`src/rtl/tile_config_pkg.sv`:
```
// Shared types for the tile configuration shadow memory: commit FSM states
// and the frame-index width helper used for the readback select port.
package tile_config_pkg;

    typedef enum logic [1:0] {
        StIdle   = 2'd0,
        StDirty  = 2'd1,
        StCommit = 2'd2,
        StAck    = 2'd3
    } commitState_e;

    // Width of an index addressing `frames` entries; never narrower than 1 bit.
    function automatic int frameIdxWidth(input int frames);
        return (frames > 1) ? $clog2(frames) : 1;
    endfunction

endpackage

```
`src/rtl/frame_strobe_detect.sv`:
```
// Rising-edge detection on the per-frame write strobes. A write is issued only
// when exactly one strobe bit rises on an edge; simultaneous rises are flagged.
module frame_strobe_detect #(
    parameter int Frames = 20
) (
    input  logic              UserCLK,
    input  logic              Reset,
    input  logic [Frames-1:0] FrameStrobe,
    output logic [Frames-1:0] writeOnehot,
    output logic              multiHot
);

    logic [Frames-1:0] strobePrev;
    logic [Frames-1:0] rising;

    // NOTE: registers are always assigned with <= so every flop samples the
    // pre-edge value of its neighbours, independent of block ordering.
    always_ff @(posedge UserCLK or posedge Reset) begin
        if (Reset) begin
            strobePrev <= '0;
        end else begin
            strobePrev <= FrameStrobe;
        end
    end

    assign rising      = FrameStrobe & ~strobePrev;
    // Clearing the lowest set bit leaves something behind only if two or more rose.
    assign multiHot    = (rising & (rising - Frames'(1))) != '0;
    assign writeOnehot = multiHot ? '0 : rising;

endmodule

```
`src/rtl/tile_config_mem_shadow.sv`:
```
// Double-buffered tile configuration: frames are written into a shadow copy
// and moved to the active ConfigBits by a CommitReq/CommitAck handshake.
module tile_config_mem_shadow
    import tile_config_pkg::*;
#(
    parameter int MaxFramesPerCol = 20,
    parameter int FrameBitsPerRow = 32,
    parameter int NoConfigBits    = 640
) (
    input  logic                                      UserCLK,
    input  logic                                      Reset,
    input  logic [FrameBitsPerRow-1:0]                FrameData,
    input  logic [MaxFramesPerCol-1:0]                FrameStrobe,
    input  logic                                      CommitReq,
    output logic                                      CommitAck,
    input  logic                                      ReadbackEn,
    input  logic                                      ReadbackSrc,
    input  logic [frameIdxWidth(MaxFramesPerCol)-1:0] ReadbackSel,
    output logic [FrameBitsPerRow-1:0]                ReadbackData,
    output logic                                      ReadbackValid,
    output logic                                      StrobeError,
    output logic [NoConfigBits-1:0]                   ConfigBits,
    output logic [NoConfigBits-1:0]                   ConfigBits_N
);

    localparam int TotalBits = MaxFramesPerCol * FrameBitsPerRow;
    localparam int PadIdxW   = (TotalBits > 1) ? $clog2(TotalBits) : 1;

    commitState_e              state;
    logic                      pendingWrite;
    logic [NoConfigBits-1:0]   shadow;
    logic [NoConfigBits-1:0]   active;
    logic [MaxFramesPerCol-1:0] writeOnehot;
    logic                      multiHot;
    logic                      anyWrite;
    logic [TotalBits-1:0]      shadowPad;
    logic [TotalBits-1:0]      activePad;
    logic [TotalBits-1:0]      shadowWrPad;
    logic [TotalBits-1:0]      rbSrcPad;
    logic [PadIdxW-1:0]        rbBase;
    logic [FrameBitsPerRow-1:0] rbFrame;

    frame_strobe_detect #(
        .Frames(MaxFramesPerCol)
    ) u_strobeDetect (
        .UserCLK    (UserCLK),
        .Reset      (Reset),
        .FrameStrobe(FrameStrobe),
        .writeOnehot(writeOnehot),
        .multiHot   (multiHot)
    );

    assign anyWrite = |writeOnehot;

    // Zero-padded full-column views; bits past NoConfigBits read back as 0.
    always_comb begin
        // NOTE: every combinational output gets a default first, so no path
        // through the block leaves it unassigned and no latch is inferred.
        shadowPad = '0;
        activePad = '0;
        shadowPad[NoConfigBits-1:0] = shadow;
        activePad[NoConfigBits-1:0] = active;
    end

    always_comb begin
        shadowWrPad = shadowPad;
        for (int f = 0; f < MaxFramesPerCol; f++) begin
            if (writeOnehot[f]) begin
                shadowWrPad[f*FrameBitsPerRow +: FrameBitsPerRow] = FrameData;
            end
        end
    end

    always_comb begin
        rbSrcPad = ReadbackSrc ? shadowPad : activePad;
        rbBase   = PadIdxW'(ReadbackSel) * PadIdxW'(FrameBitsPerRow);
        rbFrame  = '0;
        if (int'(ReadbackSel) < MaxFramesPerCol) begin
            rbFrame = rbSrcPad[rbBase +: FrameBitsPerRow];
        end
    end

    // NOTE: shadow and active are plain flops rather than a RAM macro, so they
    // can take the asynchronous clear the configuration path depends on.
    always_ff @(posedge UserCLK or posedge Reset) begin
        if (Reset) begin
            shadow      <= '0;
            StrobeError <= 1'b0;
        end else begin
            shadow <= shadowWrPad[NoConfigBits-1:0];
            if (multiHot) begin
                StrobeError <= 1'b1;
            end
        end
    end

    always_ff @(posedge UserCLK or posedge Reset) begin
        if (Reset) begin
            ReadbackData  <= '0;
            ReadbackValid <= 1'b0;
        end else begin
            ReadbackValid <= ReadbackEn;
            if (ReadbackEn) begin
                ReadbackData <= rbFrame;
            end
        end
    end

    // Active loads the pre-edge shadow when leaving StCommit; a write landing on
    // that edge only reaches shadow and is remembered so the FSM returns to Dirty.
    always_ff @(posedge UserCLK or posedge Reset) begin
        if (Reset) begin
            state        <= StIdle;
            pendingWrite <= 1'b0;
            CommitAck    <= 1'b0;
            active       <= '0;
        end else begin
            case (state)
                StIdle: begin
                    if (CommitReq) begin
                        state <= StCommit;
                    end else if (anyWrite) begin
                        state <= StDirty;
                    end
                end
                StDirty: begin
                    if (CommitReq) begin
                        state <= StCommit;
                    end
                end
                StCommit: begin
                    active       <= shadow;
                    CommitAck    <= 1'b1;
                    pendingWrite <= anyWrite;
                    state        <= StAck;
                end
                StAck: begin
                    if (!CommitReq) begin
                        CommitAck    <= 1'b0;
                        pendingWrite <= 1'b0;
                        state        <= (pendingWrite || anyWrite) ? StDirty : StIdle;
                    end else if (anyWrite) begin
                        pendingWrite <= 1'b1;
                    end
                end
                default: begin
                    state <= StIdle;
                end
            endcase
        end
    end

    assign ConfigBits   = active;
    assign ConfigBits_N = ~active;

endmodule

```
`config.mk`:
```
export PLATFORM = sky130hd
export DESIGN_NAME = tile_config_mem_shadow
export DESIGN_NICKNAME = d
export VERILOG_FILES = /design/src/rtl/tile_config_pkg.sv /design/src/rtl/frame_strobe_detect.sv /design/src/rtl/tile_config_mem_shadow.sv
export SDC_FILE = /design/constraint.sdc
export NUM_CORES = 2
export LEC_CHECK = 0
export CORE_AREA = 3 3 533 535
export CTS_BUF_LIST = sky130_fd_sc_hd__clkbuf_4 sky130_fd_sc_hd__clkbuf_8
export DETAILED_ROUTE_END_ITERATION = 6
export DIE_AREA = 0 0 536 538
export PLACE_DENSITY = 0.49
export REMOVE_ABC_BUFFERS = 1
export SYNTH_ARGS = -nofsm -noshare
export SYNTH_HDL_FRONTEND = slang
export SYNTH_SLANG_ARGS = --single-unit
```
`constraint.sdc`:
```
create_clock -name UserCLK -period 50.8 [get_ports UserCLK]
set_clock_uncertainty 0.2 [all_clocks]
set_input_delay 12.7 -clock UserCLK [delete_from_list [all_inputs] [get_ports UserCLK]]
set_output_delay 12.7 -clock UserCLK [all_outputs]
set_load 0.01 [all_outputs]
```
==> flow_summary.toml <==
[run_status]
status = "completed"

[synthesis]
avgSynthCellArea_um2 = 12.2
ys.flop_type = "dfrtp_1"
yosys-top-cells-count = "dfrtp_1, inv_1, o21ai_0, nand2_1, mux2_2"
ys_types = 50
yosysSeqAreaShare_pct = 54.8
synth-seq-cells = 1338
yosys_warnings = 0
syn_area_um2 = 61100
ys_top_cells_by_area = "dfrtp_1, mux4_2, mux2_2"
synth_most_common_cell = "dfrtp_1"
syn_inst = 4997
synth-async-reset-ratio_pct = 100
yosys.area.top_type = "dfrtp_1"
synthDominantCellAreaShare_pct = 54.8
synth_edf_count = 0

[place]
dp_cells = 9786
gp_congestion = 0.866
portBuffers = 1376
hpwl_mm = 230

[critical_path]
critical_path_class = "input port to asynchronous set/reset pin"
startpoint_type = "input port"
cp_max_fo = 103
critPathRequiredTime_ns = 51.49
rr_worst_depth = 7
cp_common_cell = "buf_4"
worstSetupEndpointType = "asynchronous set/reset pin"
slowest_delay_ns = 0.86
critPathSlowestCell = "buf_4"
worstPathArrival_ns = 17.77
critical_path.cell_chain = "clkdlybuf4s50_1 -> inv_8 -> buf_4 -> buf_4 -> buf_4 -> buf_4 -> buf_4"

[sta]
final.setup.tns_ns = 0
period_share_pct = 33.6
drv_slew = 0
rsz0062_at_grt = "no"
setup_viol_count_final = 0
hold_viol = 0
clock.fmax_ghz = 0.0585
post-route-min-period_ns = 17.08
worstMarginPinSlew_ns = 1.21
maxSlewHeadroom_pct = 18.9

[clock_tree]
cts_buffers = 247
root_buffer = "clkbuf_8"
insertion_delay_ns = 0.98
post_cts_buffers = 0
cts_hold_buf = 0
clk_pin_slew_ns = 0.07
clockBufferDepth = 4
cts_tree = "done"
cts.sink_count = 1338
htree_levels = 4
ctsResizeCount = 0

[power_and_ir_drop]
comb_power_share_pct = 24.4
leakagePower_nw = 35.8
power_frac_clock_pct = 36.1
p_switching_mw = 1.05
pwr-share-seq_pct = 39.5
power_density_nw_per_um2 = 37.1
ir_worst_vdd_uv = 35.6
intPower_mw = 2.07
swShare_pct = 33.6

[detailed_routing]
viasPerCell = 4.63
drc = 0
firstDrtPassIters = 5
num_vias = 47300
drt_iter0_markers = 3695
routed_wl_mm = 311
ant_nets = 0
wl_per_cell_um = 30.4

[die]
die_h_um = 538
initial_core_util_pct = 21.9
fp.dieW_um = 536
core_um2 = 279000
dieArea_um2 = 288000
row_count = 194
io_pins = 1377

[layout]
fin_nets = 6378
finalNonFillerCells = 10200
final_layout_size_suffix_gt1_share_pct = 21.2
area_growth_pct = 37.3

[global_routing]
grt_pass1_vias = 48400
grt_usage_pct = 20.8
grt_antenna_before_repair = 21
grt-ovfl-total = 0
grt_pass1_wl_mm = 420
grt_max_degree = 212

[worst_hold_path]
hold_path.class = "flip-flop to flip-flop"
hold_depth = 2

[job]
maxCapViolations = 0
==> through the flow <==
| stage | instance area (um2) | setup slack [ns] | total power [mW] | hold WS, ns | utilization, % |
|---|---|---|---|---|---|
| finish | 83900 | 33.72 | 3.12 | 0.258 | 30.0 |
| global route | 83900 | 33.07 | 3.26 | 0.294 | 30.0 |
| CTS | 83900 | 33.67 | 3.16 | 0.262 | 30.0 |
| detailed placement | 78600 | 32.58 | 2.02 | 0.289 | 28.1 |
| global placement | 78600 | 32.65 | 2.01 | 0.276 | 28.1 |
| floorplan | 59400 | 0.181 | 1.57 | 0.260 | - |
==> cells in the final DEF (no fill, tap or decap), types with 2 or more instances in the layout <==
master | netlist | routed
and2_4 | 0 | 6
a21o_1 | 2 | 2
buf_8 | 9 | 2
o221ai_1 | 5 | 5
mux2_2 | 444 | 444
dfrtp_1 | 1338 | 1338
nor2_4 | 1 | 9
buf_12 | 0 | 8
nand2b_1 | 18 | 17
nand2_1 | 645 | 645
inv_6 | 0 | 3
diode_2 | 0 | 13
o31ai_1 | 2 | 2
nand4_1 | 2 | 2
ha_1 | 5 | 4
clkinv_2 | 0 | 25
clkbuf_4 | 0 | 74
nand2b_2 | 4 | 4
clkbuf_8 | 0 | 320
bufinv_16 | 0 | 5
clkdlybuf4s50_1 | 0 | 1370
inv_1 | 646 | 644
mux2i_1 | 36 | 36
nor2b_1 | 10 | 10
a31oi_1 | 29 | 29
a211oi_1 | 3 | 3
nor2_1 | 92 | 92
o21ai_0 | 646 | 646
and3_1 | 4 | 4
mux2_1 | 196 | 196
mux4_2 | 384 | 384
a21oi_1 | 58 | 58
buf_6 | 8 | 3
nor2_8 | 5 | 5
buf_4 | 24 | 69
a22oi_1 | 2 | 2
==> final timing paths <==
check / start / to / slack [ns]
max reg2reg: state[0] / ConfigBits[101] / 45.26
max: Reset / ConfigBits[502] / 33.72
min in group asynchronous: Reset / ConfigBits[454] / 12.07
min reg2reg: shadow[524] / ConfigBits[524] / 0.26
max in group UserCLK: FrameStrobe[14] / shadow[111] / 34.03
min: shadow[524] / ConfigBits[524] / 0.26
==> metal layers <==
metal  vias up  global-route usage [%]  routed length [um]
li1      19700                       -                   -
met1     25200                    27.7              133000
met2      2053                    32.5              141000
met3       387                    6.19               26000
met4        10                    6.54               10400
met5         -                       0                  67
==> worst max-delay path, delay by kind of cell <==
kind	cells	cell delay, ns
buf+inv	7	4.74
==> cells by family (layout without fill, tap and decap cells) <==
kind of cell	count (synthesis)	count (layout)	share of synthesized area (%)
DFF	1338	1338	54.8
muxes	1060	1060	26.5
buffers and inverters	1034	2528	6.83
and+or+nand+nor	802	802	5.35
AOI/OAI and AO/OA	757	757	6.39
adders and majority gates	6	6	0.119
other	0	13	0
==> power groups by stage <==
| stage | Clock, mW | Sequential, mW | Combinational (mW) |
|---|---|---|---|
| after CTS | 1.16 | 1.23 | 0.770 |
| after detailed placement | 0 | 1.25 | 0.768 |
| final | 1.13 | 1.23 | 0.759 |
| after floorplan | 0 | 1.24 | 0.323 |
| after global routing | 1.21 | 1.24 | 0.815 |
| after global placement | 0 | 1.25 | 0.764 |
==> registers in the layout (all words and copies together) (netlist names) <==
| name | count |
|---|---|
| ReadbackData | 32 |
| shadow | 640 |
| CommitAck | 1 |
| ReadbackValid | 1 |
| state | 2 |
| pendingWrite | 1 |
| ConfigBits | 640 |
| StrobeError | 1 |
| u_strobeDetect.strobePrev | 20 |
==> final cells by class <==
| type | count | area (um2) |
|---|---|---|
| clock inverters | 36 | 334 |
| clock buffers | 393 | 4950 |
| multi-input cells | 2625 | 23500 |
| fillers | 28700 | 195000 |
| repair buffers | 1453 | 14500 |
| inverters | 646 | 2430 |
| well taps | 3724 | 4660 |
| diodes | 13 | 32.5 |
| flip-flops and latches | 1338 | 33500 |
(Power assumes the default switching activity.)
